### src/rtl/ofdm_pilot_demux.sv
//============================================================================
// Module   : ofdm_pilot_demux
// Summary  : Forwards each FFT beat on a data stream, extracts one pilot per
//            beat in a subcarrier window, tracks symbol framing.
// Options  : PILOT_DEMUX_TLAST_CHECK_EN - honour s_axis_tlast for framing.
// Revision : 1.0 - initial release
//============================================================================
`default_nettype none

module ofdm_pilot_demux #(
  parameter int SAMPLE_W      = 16,
  parameter int LANES         = 4,
  parameter int BEATS_PER_SYM = 256,
  parameter int PILOT_LANE    = 3,
  parameter int PILOT_FIRST   = 27,
  parameter int PILOT_LAST    = 227,
  parameter int CNT_W         = $clog2(BEATS_PER_SYM)
) (
  input  logic                        aclk,
  input  logic                        areset,
  input  logic                        bypass,

  input  logic [2*SAMPLE_W*LANES-1:0] s_axis_tdata,
  input  logic                        s_axis_tlast,
  input  logic                        s_axis_tvalid,
  output logic                        s_axis_tready,

  output logic [2*SAMPLE_W*LANES-1:0] m_data_axis_tdata,
  output logic                        m_data_axis_tlast,
  output logic                        m_data_axis_tvalid,
  input  logic                        m_data_axis_tready,

  output logic [2*SAMPLE_W-1:0]       m_pilot_axis_tdata,
  output logic [CNT_W-1:0]            m_pilot_axis_tuser,
  output logic                        m_pilot_axis_tlast,
  output logic                        m_pilot_axis_tvalid,
  input  logic                        m_pilot_axis_tready,

  output logic [15:0]                 sym_count,
  output logic                        tlast_err
);

  localparam int               c_data_w    = 2*SAMPLE_W*LANES;
  localparam int               c_pilot_w   = 2*SAMPLE_W;
  localparam logic [CNT_W-1:0] c_last_beat = CNT_W'(BEATS_PER_SYM-1);
  localparam logic [CNT_W-1:0] c_pil_first = CNT_W'(PILOT_FIRST);
  localparam logic [CNT_W-1:0] c_pil_last  = CNT_W'(PILOT_LAST);

`ifdef PILOT_DEMUX_TLAST_CHECK_EN
  localparam logic c_tlast_check = 1'b1;
`else
  localparam logic c_tlast_check = 1'b0;
`endif

  typedef enum logic [0:0] {
    IDLE   = 1'b0,
    ACTIVE = 1'b1
  } state_t;

  state_t                r_state;
  logic [CNT_W-1:0]      r_cnt;
  logic                  r_byp_q;
  logic [c_data_w-1:0]   r_data_tdata;
  logic                  r_data_tlast;
  logic                  r_data_tvalid;
  logic [c_pilot_w-1:0]  r_pilot_tdata;
  logic [CNT_W-1:0]      r_pilot_tuser;
  logic                  r_pilot_tlast;
  logic                  r_pilot_tvalid;
  logic [15:0]           r_sym_count;
  logic                  r_tlast_err;

  logic                  w_ready;
  logic                  w_accept;
  logic                  w_tlast_in;
  logic                  w_last_beat;
  logic                  w_eos;
  logic                  w_err;
  logic                  w_byp_eff;
  logic                  w_in_window;
  logic                  w_emit_pilot;
  logic [c_pilot_w-1:0]  w_pilot_lane;

  // Both outputs load together, so the input may only move when neither
  // output is holding an unconsumed beat.
  assign w_ready = !areset
                 && (!r_data_tvalid  || m_data_axis_tready)
                 && (!r_pilot_tvalid || m_pilot_axis_tready);

  assign w_accept     = s_axis_tvalid && w_ready;
  assign w_tlast_in   = c_tlast_check && s_axis_tlast;
  assign w_last_beat  = (r_cnt == c_last_beat);
  assign w_eos        = w_tlast_in || w_last_beat;
  assign w_err        = c_tlast_check && (w_tlast_in != w_last_beat);
  // The first beat of a symbol already uses the freshly sampled bypass.
  assign w_byp_eff    = (r_state == IDLE) ? bypass : r_byp_q;
  assign w_in_window  = (r_cnt >= c_pil_first) && (r_cnt <= c_pil_last);
  assign w_emit_pilot = w_in_window && !w_byp_eff;
  assign w_pilot_lane = s_axis_tdata[PILOT_LANE*c_pilot_w +: c_pilot_w];

  always_ff @(posedge aclk) begin
    if (areset) begin
      r_state        <= IDLE;
      r_cnt          <= '0;
      r_byp_q        <= 1'b0;
      r_data_tdata   <= '0;
      r_data_tlast   <= 1'b0;
      r_data_tvalid  <= 1'b0;
      r_pilot_tdata  <= '0;
      r_pilot_tuser  <= '0;
      r_pilot_tlast  <= 1'b0;
      r_pilot_tvalid <= 1'b0;
      r_sym_count    <= '0;
      r_tlast_err    <= 1'b0;
    end else begin
      r_tlast_err <= w_accept && w_err;

      if (w_accept) begin
        r_data_tdata   <= s_axis_tdata;
        r_data_tlast   <= w_eos;
        r_data_tvalid  <= 1'b1;
        r_pilot_tvalid <= w_emit_pilot;
        if (w_emit_pilot) begin
          r_pilot_tdata <= w_pilot_lane;
          r_pilot_tuser <= r_cnt;
          r_pilot_tlast <= (r_cnt == c_pil_last) || w_tlast_in;
        end

        if (w_eos) begin
          r_cnt       <= '0;
          r_sym_count <= r_sym_count + 16'd1;
        end else begin
          r_cnt       <= r_cnt + CNT_W'(1);
        end

        case (r_state)
          IDLE: begin
            r_byp_q <= bypass;
            r_state <= w_eos ? IDLE : ACTIVE;
          end
          ACTIVE: begin
            if (w_eos) begin
              r_state <= IDLE;
            end
          end
          default: r_state <= IDLE;
        endcase
      end else begin
        if (m_data_axis_tready) begin
          r_data_tvalid <= 1'b0;
        end
        if (m_pilot_axis_tready) begin
          r_pilot_tvalid <= 1'b0;
        end
      end
    end
  end

  assign s_axis_tready       = w_ready;
  assign m_data_axis_tdata   = r_data_tdata;
  assign m_data_axis_tlast   = r_data_tlast;
  assign m_data_axis_tvalid  = r_data_tvalid;
  assign m_pilot_axis_tdata  = r_pilot_tdata;
  assign m_pilot_axis_tuser  = r_pilot_tuser;
  assign m_pilot_axis_tlast  = r_pilot_tlast;
  assign m_pilot_axis_tvalid = r_pilot_tvalid;
  assign sym_count           = r_sym_count;
  assign tlast_err           = r_tlast_err;

endmodule

`default_nettype wire

### config.mk
export PLATFORM = sky130hd
export DESIGN_NAME = ofdm_pilot_demux
export DESIGN_NICKNAME = d
export VERILOG_FILES = /design/src/rtl/ofdm_pilot_demux.sv
export SDC_FILE = /design/constraint.sdc
export NUM_CORES = 1
export LEC_CHECK = 0
export ABC_AREA = 1
export BUFFER_PORTS_ARGS = -buffer_cell sky130_fd_sc_hd__buf_2
export CORE_ASPECT_RATIO = 1.1
export CORE_MARGIN = 4
export CORE_UTILIZATION = 34
export CTS_CLUSTER_DIAMETER = 40
export DETAILED_ROUTE_END_ITERATION = 16
export SLEW_MARGIN = 20
export SYNTH_ARGS = -nofsm -noshare
export SYNTH_HDL_FRONTEND = slang
export SYNTH_SLANG_ARGS = --single-unit
### constraint.sdc
create_clock -name aclk -period 1.9 [get_ports aclk]
set_input_delay 0.475 -clock aclk [delete_from_list [all_inputs] [get_ports aclk]]
set_output_delay 0.475 -clock aclk [all_outputs]
set_load 0.005 [all_outputs]
======== Word level (Yosys, flattened, before mapping) ========
Index checks and enable logic that the tools add are counted.
operators by class
  add/subtract/negate cells ............... 2
  order comparisons ....................... 2
  equal/unequal tests ..................... 2
  muxes and demuxes ....................... 7
  reductions and logical operators ........ 15
operators with widths
  cell                   number
  $add 16x1->16 const B  1
  $eq 8x8->1 const B     2
  $add 8x1->8 const B    1
  $ge 8x5->1 const B     1
  $le 8x8->1 const B     1
  $mux 8                 1
  $mux 1                 6
  $logic_and 1x1->1      5
  $logic_not 1->1        4
  $reduce_and 2->1       2
  $reduce_bool 2->1      2
  $logic_or 1x1->1       2
word-level totals
  register bits after elaboration ......... 198
  input bits .............................. 135
  output and inout port bits .............. 190
  logic and storage cells ................. 39

======== Longest topological paths before layout ========
Gate-level depths: netlist of run 1.
  word-level depth ........................ 6
  depth in mapped cells ................... 10

======== Worst setup path before layout of run 1 ========
No wires, ideal clock.
  kind .................................... input-to-reg
  start point ............................. input port m_data_axis_tready
  end point ............................... register r_data_tdata[100], in the netlist m_data_axis_tdata[100]
  library setup time ...................... 0.119 ns
  arrival ................................. 1.416 ns
  path slack .............................. 0.365 ns
  stages on the path ...................... 8
  path buffers ............................ 3
  cell sequence ........................... inv_1 > nand2_1 > nand3_1 > nor2_1 > buf_4 > buf_2 > buf_2 > a21oi_1
between the ends
  word-level cells in the longest chain between the ends .. 4
RTL lines
  element                 RTL line  RTL
  start: declaration      31        input logic m_data_axis_tready,
  $logic_or 1x1->1        87        && (!r_data_tvalid || m_data_axis_tready)
  $logic_and 1x1->1       87
  $logic_and 1x1->1       88        && (!r_pilot_tvalid || m_pilot_axis_tready);
  $logic_and 1x1->1       90        assign w_accept = s_axis_tvalid && w_ready;
  end signal: assignment  119       r_data_tdata <= s_axis_tdata;
  end: declaration        63        logic [c_data_w-1:0] r_data_tdata;
Every way passes these cells.
A chain may end at the register's enable or synchronous reset.

======== Final worst setup path of run 1 ========
  start point ............................. register r_data_tvalid, in the netlist m_data_axis_tvalid
  end point ............................... output port s_axis_tready
between the ends
  word-level cells in the longest chain between the ends .. 4
RTL lines
  element                   RTL line  RTL
  start: declaration        65        logic r_data_tvalid;
  start signal: assignment  108       r_data_tvalid <= 1'b0;
  start signal: assignment  121       r_data_tvalid <= 1'b1;
  start signal: assignment  150       r_data_tvalid <= 1'b0;
  $logic_not 1->1           87
  $logic_or 1x1->1          87
  $logic_and 1x1->1         87
  $logic_and 1x1->1         88
  end: declaration          26        output logic s_axis_tready,
Every way passes these cells.

==> results of run 1 <==
-- synthesized netlist by cell type --
master,n
nor2_1,306
dfxtp_1,198
o21ai_0,131
nand2_1,99
inv_1,62
a21oi_1,55
nand4_1,50
clkbuf_1,37
buf_4,17
nand3_1,16
buf_2,14
nor3_1,7
o21ai_1,5
xor2_1,4
ha_1,2
inv_2,2
nor2_4,2
o21bai_1,2
buf_1,1
buf_6,1
conb_1,1
nand3b_1,1
nand4_2,1
nor2_2,1
-- power groups by stage --
stage	Combinational, mW	Clock (mW)	Sequential [mW]
after global placement	0.931	0	4.53
final	0.928	3.41	4.43
after global routing	1.06	3.70	4.46
after CTS	0.940	3.54	4.44
after floorplan	0.434	0	4.55
after detailed placement	0.936	0	4.53
-- logic make-up (layout without fill, tap and decap cells) --
group           count (synthesis)  after routing  synth area share (%)
flops                         198            198                  52.2
xor+xnor                        4              4                 0.462
simple gates                  483            483                  26.3
compound gates                193            193                  12.8
fa+ha+maj                       2              2                 0.330
buf+inv                       134            454                  7.80
other cells                     1              3                0.0494
-- metal layers --
metal,vias up,part of all wire (%),global-route usage [%]
li1,3887,-,-
met1,3335,42,21.6
met2,254,47,30.6
met3,22,10,6.83
met4,6,0.91,4.99
met5,-,0.19,0
-- metrics by stage --
step           worst slack, ns  cell area (um2)
3_3_place_gp            0.0502             9690
6_report                 0.103            10300
4_1_cts                 0.0144            10200
3_5_place_dp            0.0183             9690
5_1_grt                0.00918            10300
2_1_floorplan            0.365             7590
-- cell usage in the layout, fill, tap and decap left out, types with 2 or more instances in the layout --
cell and count:
buf_2 322, nor2_1 305, dfxtp_1 198, o21ai_0 131, nand2_1 99, inv_1 62
a21oi_1 55, nand4_1 50, buf_4 23, clkbuf_16 17, nand3_1 15, buf_12 15
nor3_1 7, o21ai_1 4, xor2_1 4, inv_6 4, nor2_4 3, clkinvlp_4 3
inv_8 3, diode_2 2, o21bai_1 2, ha_1 2, clkinv_4 2
-- critical path: cells and delay by family, from the launching register on --
kind	cells	cell delay [ns]
buf+inv	3	0.30
simple gates	2	0.27
flops	1	0.33
-- worst max-delay path by stage --
stage                     cells after the start  slack [ns]                      to               start
final                                         5        0.10           s_axis_tready  m_data_axis_tvalid
after CTS                                     5        0.01           s_axis_tready  m_data_axis_tvalid
after global placement                        9        0.05   m_data_axis_tdata[10]  m_data_axis_tready
after floorplan                               8        0.36  m_data_axis_tdata[100]  m_data_axis_tready
after global routing                          9       0.009            sym_count[3]            r_cnt[0]
after detailed placement                      9        0.02   m_data_axis_tdata[82]  m_data_axis_tready
-- final cells by class --
class / instances / area share [%]
inverters: 64 / 2.36
clock buffers: 17 / 4.14
flip-flops and latches: 198 / 38.6
multi-input cells: 683 / 29.8
well taps: 295 / 3.59
repair buffers: 360 / 20.3
clock inverters: 13 / 1.11
diodes: 2 / 0.0487
-- sequential cells by signal, summed over array words and instances (netlist names) --
signal / count
m_data_axis_tlast: 1
r_state: 1
m_data_axis_tvalid: 1
m_data_axis_tdata: 128
r_byp_q: 1
m_pilot_axis_tlast: 1
m_pilot_axis_tdata: 32
r_cnt: 8
sym_count: 16
m_pilot_axis_tuser: 8
m_pilot_axis_tvalid: 1
-- what timing repair did --
| action | in CTS | in global routing |
|---|---|---|
| hold buffers | 0 | 0 |
| setup endpoints to repair | 0 | 15 |
| gates resized for setup | 0 | 1 |
| setup buffers | 0 | 2 |
==> out/metrics.csv, run 1 <==
metric;value;unit
yosysUniqueCellTypes;24;
gr-total-overflow;0;
seq_power_share;50.5;%
start_kind;register;
p_switching;2.29;mW
min_to;m_data_axis_tdata[60];
antenna_found_initial;5;
clkSinkCount;198;
hold_depth;3;
p_clk_share;38.9;%
slowest_delay;0.33;ns
hold_slack;0.285;ns
grt_start_max_net_pins;99;
final_cells;1632;
rrSetupSlack;0.18;ns
gp_congestion;0.847;
cap_violations;0;
insertion_delay;0.42;ns
synth_seq_cells;198;
place_inst;1598;
fin_util;46.6;%
dpl.hpwl;16.6;mm
finalPower;8.77;mW
synth_area_leader_cell;dfxtp_1;
viasPerCell;4.60;
syn_to_final_growth;35.3;%
period_minus_slack;1.80;ns
core;22000;um2
syn_area_per_cell;7.48;um2
drt_iter0_drc;275;
grt_pass1_wl;36.2;mm
p_leak;4.93;nW
pwr_density_cell;854;nW/um2
grtUsageTotal;18.1;%
rows;57;
ios;325;
hold_viol;0;
critPathMaxFanout;2;
drtPass1Iterations;5;
start_util;34.4;%
cpMaxStageDelayCell;dfxtp_1;
status;completed;
cts_tree;yes;
worstSetupPathType;reg2out;
ys_seq_area_share;52.2;%
remaining_drc_errors;0;
drv_slew;0;
setup_viol_count_final;0;
vias;7504;
tns;0;ns
hold_path_class;in2reg;
layout_worst_path_cycle_share;94.6;%
cp.arrival;1.32;ns
intPower;6.48;mW
worstRegToRegCells;9;
drive_gt1_share;29.9;%
port_buffers;322;
dieHeight;165;um
finClkSkew;0.00928;ns
rr_startpoint;r_cnt[0];
syn-instance-count;1015;
cts_root_buffer;clkbuf_16;
final-seq-area;3960;um2
clk_pin_slew_worst_paths;0.07;ns
syn_area;7590;um2
ant_nets;0;
wirelength;23.1;mm
clockBufferDepth;2;
required;1.42;ns
drt-wirelength-per-cell;14.2;um
min_from;s_axis_tdata[60];
cts_made_buffers;17;
ys_warn_count;0;
sw_frac_of_total;26.1;%
multi_input_area;3060;um2
synth_nets;1152;
fp.dieW;150;um
fin_nets;1461;
rsz0062_at_grt;false;
end_kind;primary output;
htree_levels;4;
path_cells;nand2_1 -> nand3_2 -> buf_4 -> inv_1 -> buf_2;
synth.top_cell.area_share;52.2;%
comb_power_share;10.6;%
r2r-end;sym_count[8];
yosys-top-cells-area;dfxtp_1, nor2_1, o21ai_0;
grt_pass1_vias;7042;
ir_drop;0.542;mV
clock.fmax;557;MHz
fillers;2276;
die-area;24800;um2
No activity file was read; power rests on OpenSTA's default activity.
==> inputs of run 2 (changes only) <==
--- a/config.mk
+++ b/config.mk
@@ -9,9 +9,10 @@
 export BUFFER_PORTS_ARGS = -buffer_cell sky130_fd_sc_hd__buf_2
 export CORE_ASPECT_RATIO = 1.1
 export CORE_MARGIN = 4
-export CORE_UTILIZATION = 34
+export CORE_UTILIZATION = 48
 export CTS_CLUSTER_DIAMETER = 40
 export DETAILED_ROUTE_END_ITERATION = 16
+export PLACE_DENSITY = 0.8
 export SLEW_MARGIN = 20
 export SYNTH_ARGS = -nofsm -noshare
 export SYNTH_HDL_FRONTEND = slang
==> out/metrics.csv, run 2 (synthesized netlist as in run 1, its figures left out) <==
metric;value;unit;change
drive_gt1_share;29.3;%;-0.60 points
grt_pass1_wl;35.0;mm;-3.2%
slew_headroom;46.4;%;
drtPass1Iterations;5;;unchanged
met1_usage;28.8;%;+7.2 points
rsz0062_at_grt;false;;
antenna_found_initial;5;;unchanged
mostFrequentLayoutCells;buf_2, nor2_1, dfxtp_1;;
post_cts_buffers;0;;unchanged
hold_path_class;in2reg;;
dieHeight;140;um;-15%
required;1.42;ns;about the same
tightest_slew;0.804;ns;
cpMaxStageDelayCell;dfxtp_1;;
ios;325;;unchanged
ant_nets;0;;unchanged
pwr_density_cell;872;nW/um2;+2.1%
gp_congestion;0.892;;+5.3%
startpoint;m_data_axis_tvalid;;
layout_worst_path_cycle_share;91.2;%;-3.4 points
setup_viol_count_final;0;;unchanged
start_util;49.6;%;+15 points
htree_levels;4;;unchanged
min_from;s_axis_tdata[60];;
fillers;1353;;-41%
port_buffers;322;;unchanged
clkSinkCount;198;;unchanged
period_minus_slack;1.73;ns;-0.0649 ns
grtUsageTotal;24.0;%;+5.9 points
start_kind;register;;
worstSetupPathType;reg2out;;
cp.arrival;1.26;ns;-0.06 ns
clockBufferDepth;2;;unchanged
multi_input_area;3060;um2;-0.16%
cts_resized;0;;unchanged
cts_root_buffer;clkbuf_16;;
grt.met3_usage;7.90;%;+1.1 points
wirelength;22.1;mm;-4.4%
hold_viol;0;;unchanged
fin_nets;1452;;-0.62%
path_cells;nand2_1 -> nand3_1 -> inv_1 -> buf_2;;
p_leak;4.87;nW;-1.1%
gr-total-overflow;0;;unchanged
cap_violations;0;;unchanged
place_area;9440;um2;-2.6%
core;15300;um2;-31%
largest_reg_flops;128;;unchanged
viasPerCell;4.99;;+8.4%
tns;0;ns;unchanged
drt_iter0_drc;468;;+70%
status;completed;;
slowest_delay;0.38;ns;+0.05 ns
remaining_drc_errors;0;;unchanged
clk_pin_slew_worst_paths;0.07;ns;about the same
drt-wirelength-per-cell;14.5;um;+2.2%
final_common_cell;buf_2;;
fp.dieW;128;um;-15%
rows;47;;-18%
grt_busiest_layer;met2;;
drv_slew;0;;unchanged
critPathMaxFanout;2;;unchanged
stdcell_area;10000;um2;-2.4%
rr_startpoint;r_cnt[0];;
met2_usage;39.9;%;+9.3 points
insertion_delay;0.43;ns;about the same
final-seq-area;3960;um2;unchanged
end_kind;primary output;;
grt_start_max_net_pins;182;;+84%
finClkSkew;0.0129;ns;+0.00367 ns
clock.fmax;577;MHz;+3.7%
cts_tree;yes;;
syn_to_final_growth;32.2;%;
grt_pass1_vias;7058;;+0.23%
fin_util;65.6;%;+19 points
die-area;17900;um2;-28%
vias;7613;;+1.5%
rrSetupSlack;0.19;ns;about the same
ir_drop;0.523;mV;-3.4%
dpl.hpwl;15.7;mm;-5.4%
cts_made_buffers;17;;unchanged
cts_hold_buf;0;;unchanged
run 2: cell types whose count changed in the layout (fill, tap and decap cells not counted):
| cell | delta |
|---|---|
| inv_6 | -1 |
| inv_8 | -1 |
| clkbuf_1 | +2 |
| clkinv_2 | +3 |
| clkinv_4 | -2 |
| buf_12 | -5 |
| nand3_2 | -1 |
| diode_2 | +1 |
| bufinv_16 | +1 |
| buf_4 | -4 |
| nand3_1 | +1 |
run 2: layer usage:
metal | wire [um] | vias up
met3 | 2000 | 48
li1 | - | 3873
met4 | 604 | 4
met2 | 10600 | 300
met1 | 8880 | 3388
met5 | 32 | -
run 2: final timing paths:
path / endpoint / cells after the start
min reg2reg: r_byp_q / 2
max: s_axis_tready / 4
min: m_data_axis_tdata[60] / 3
max reg2reg: sym_count[6] / 8
run 2: cell type report:
cell class,instances,area share [%]
timing repair buffer,351,19.5
clock buffer,19,4.32
antenna,3,0.0749
sequential,198,39.5
clock inverter,13,1.21
inverter,64,2.42
tap,196,2.45
multi-input combinational,683,30.5
run 2: per-stage QoR:
stage	hold slack [ns]	setup WS [ns]	power (mW)	instances
2_1_floorplan	0.425	0.365	4.98	1015
3_3_place_gp	0.440	0.110	5.41	1489
3_5_place_dp	0.444	0.0706	5.43	1489
4_1_cts	0.274	0.0846	8.83	1521
5_1_grt	0.289	0.0384	9.14	1527
6_report	0.290	0.168	8.74	1527
run 2: critical path, delay by kind of cell, from the launching register on:
kind / cells / cell delay [ns]
buffers and inverters: 2 / 0.19
DFF: 1 / 0.38
and+or+nand+nor: 2 / 0.27
run 2: report_power, final:
group          switching [mW]  leakage [nW]  internal (mW)
combinational           0.493          2.99          0.408
sequential             0.0918          1.62           4.35
clock                    1.58         0.268           1.83
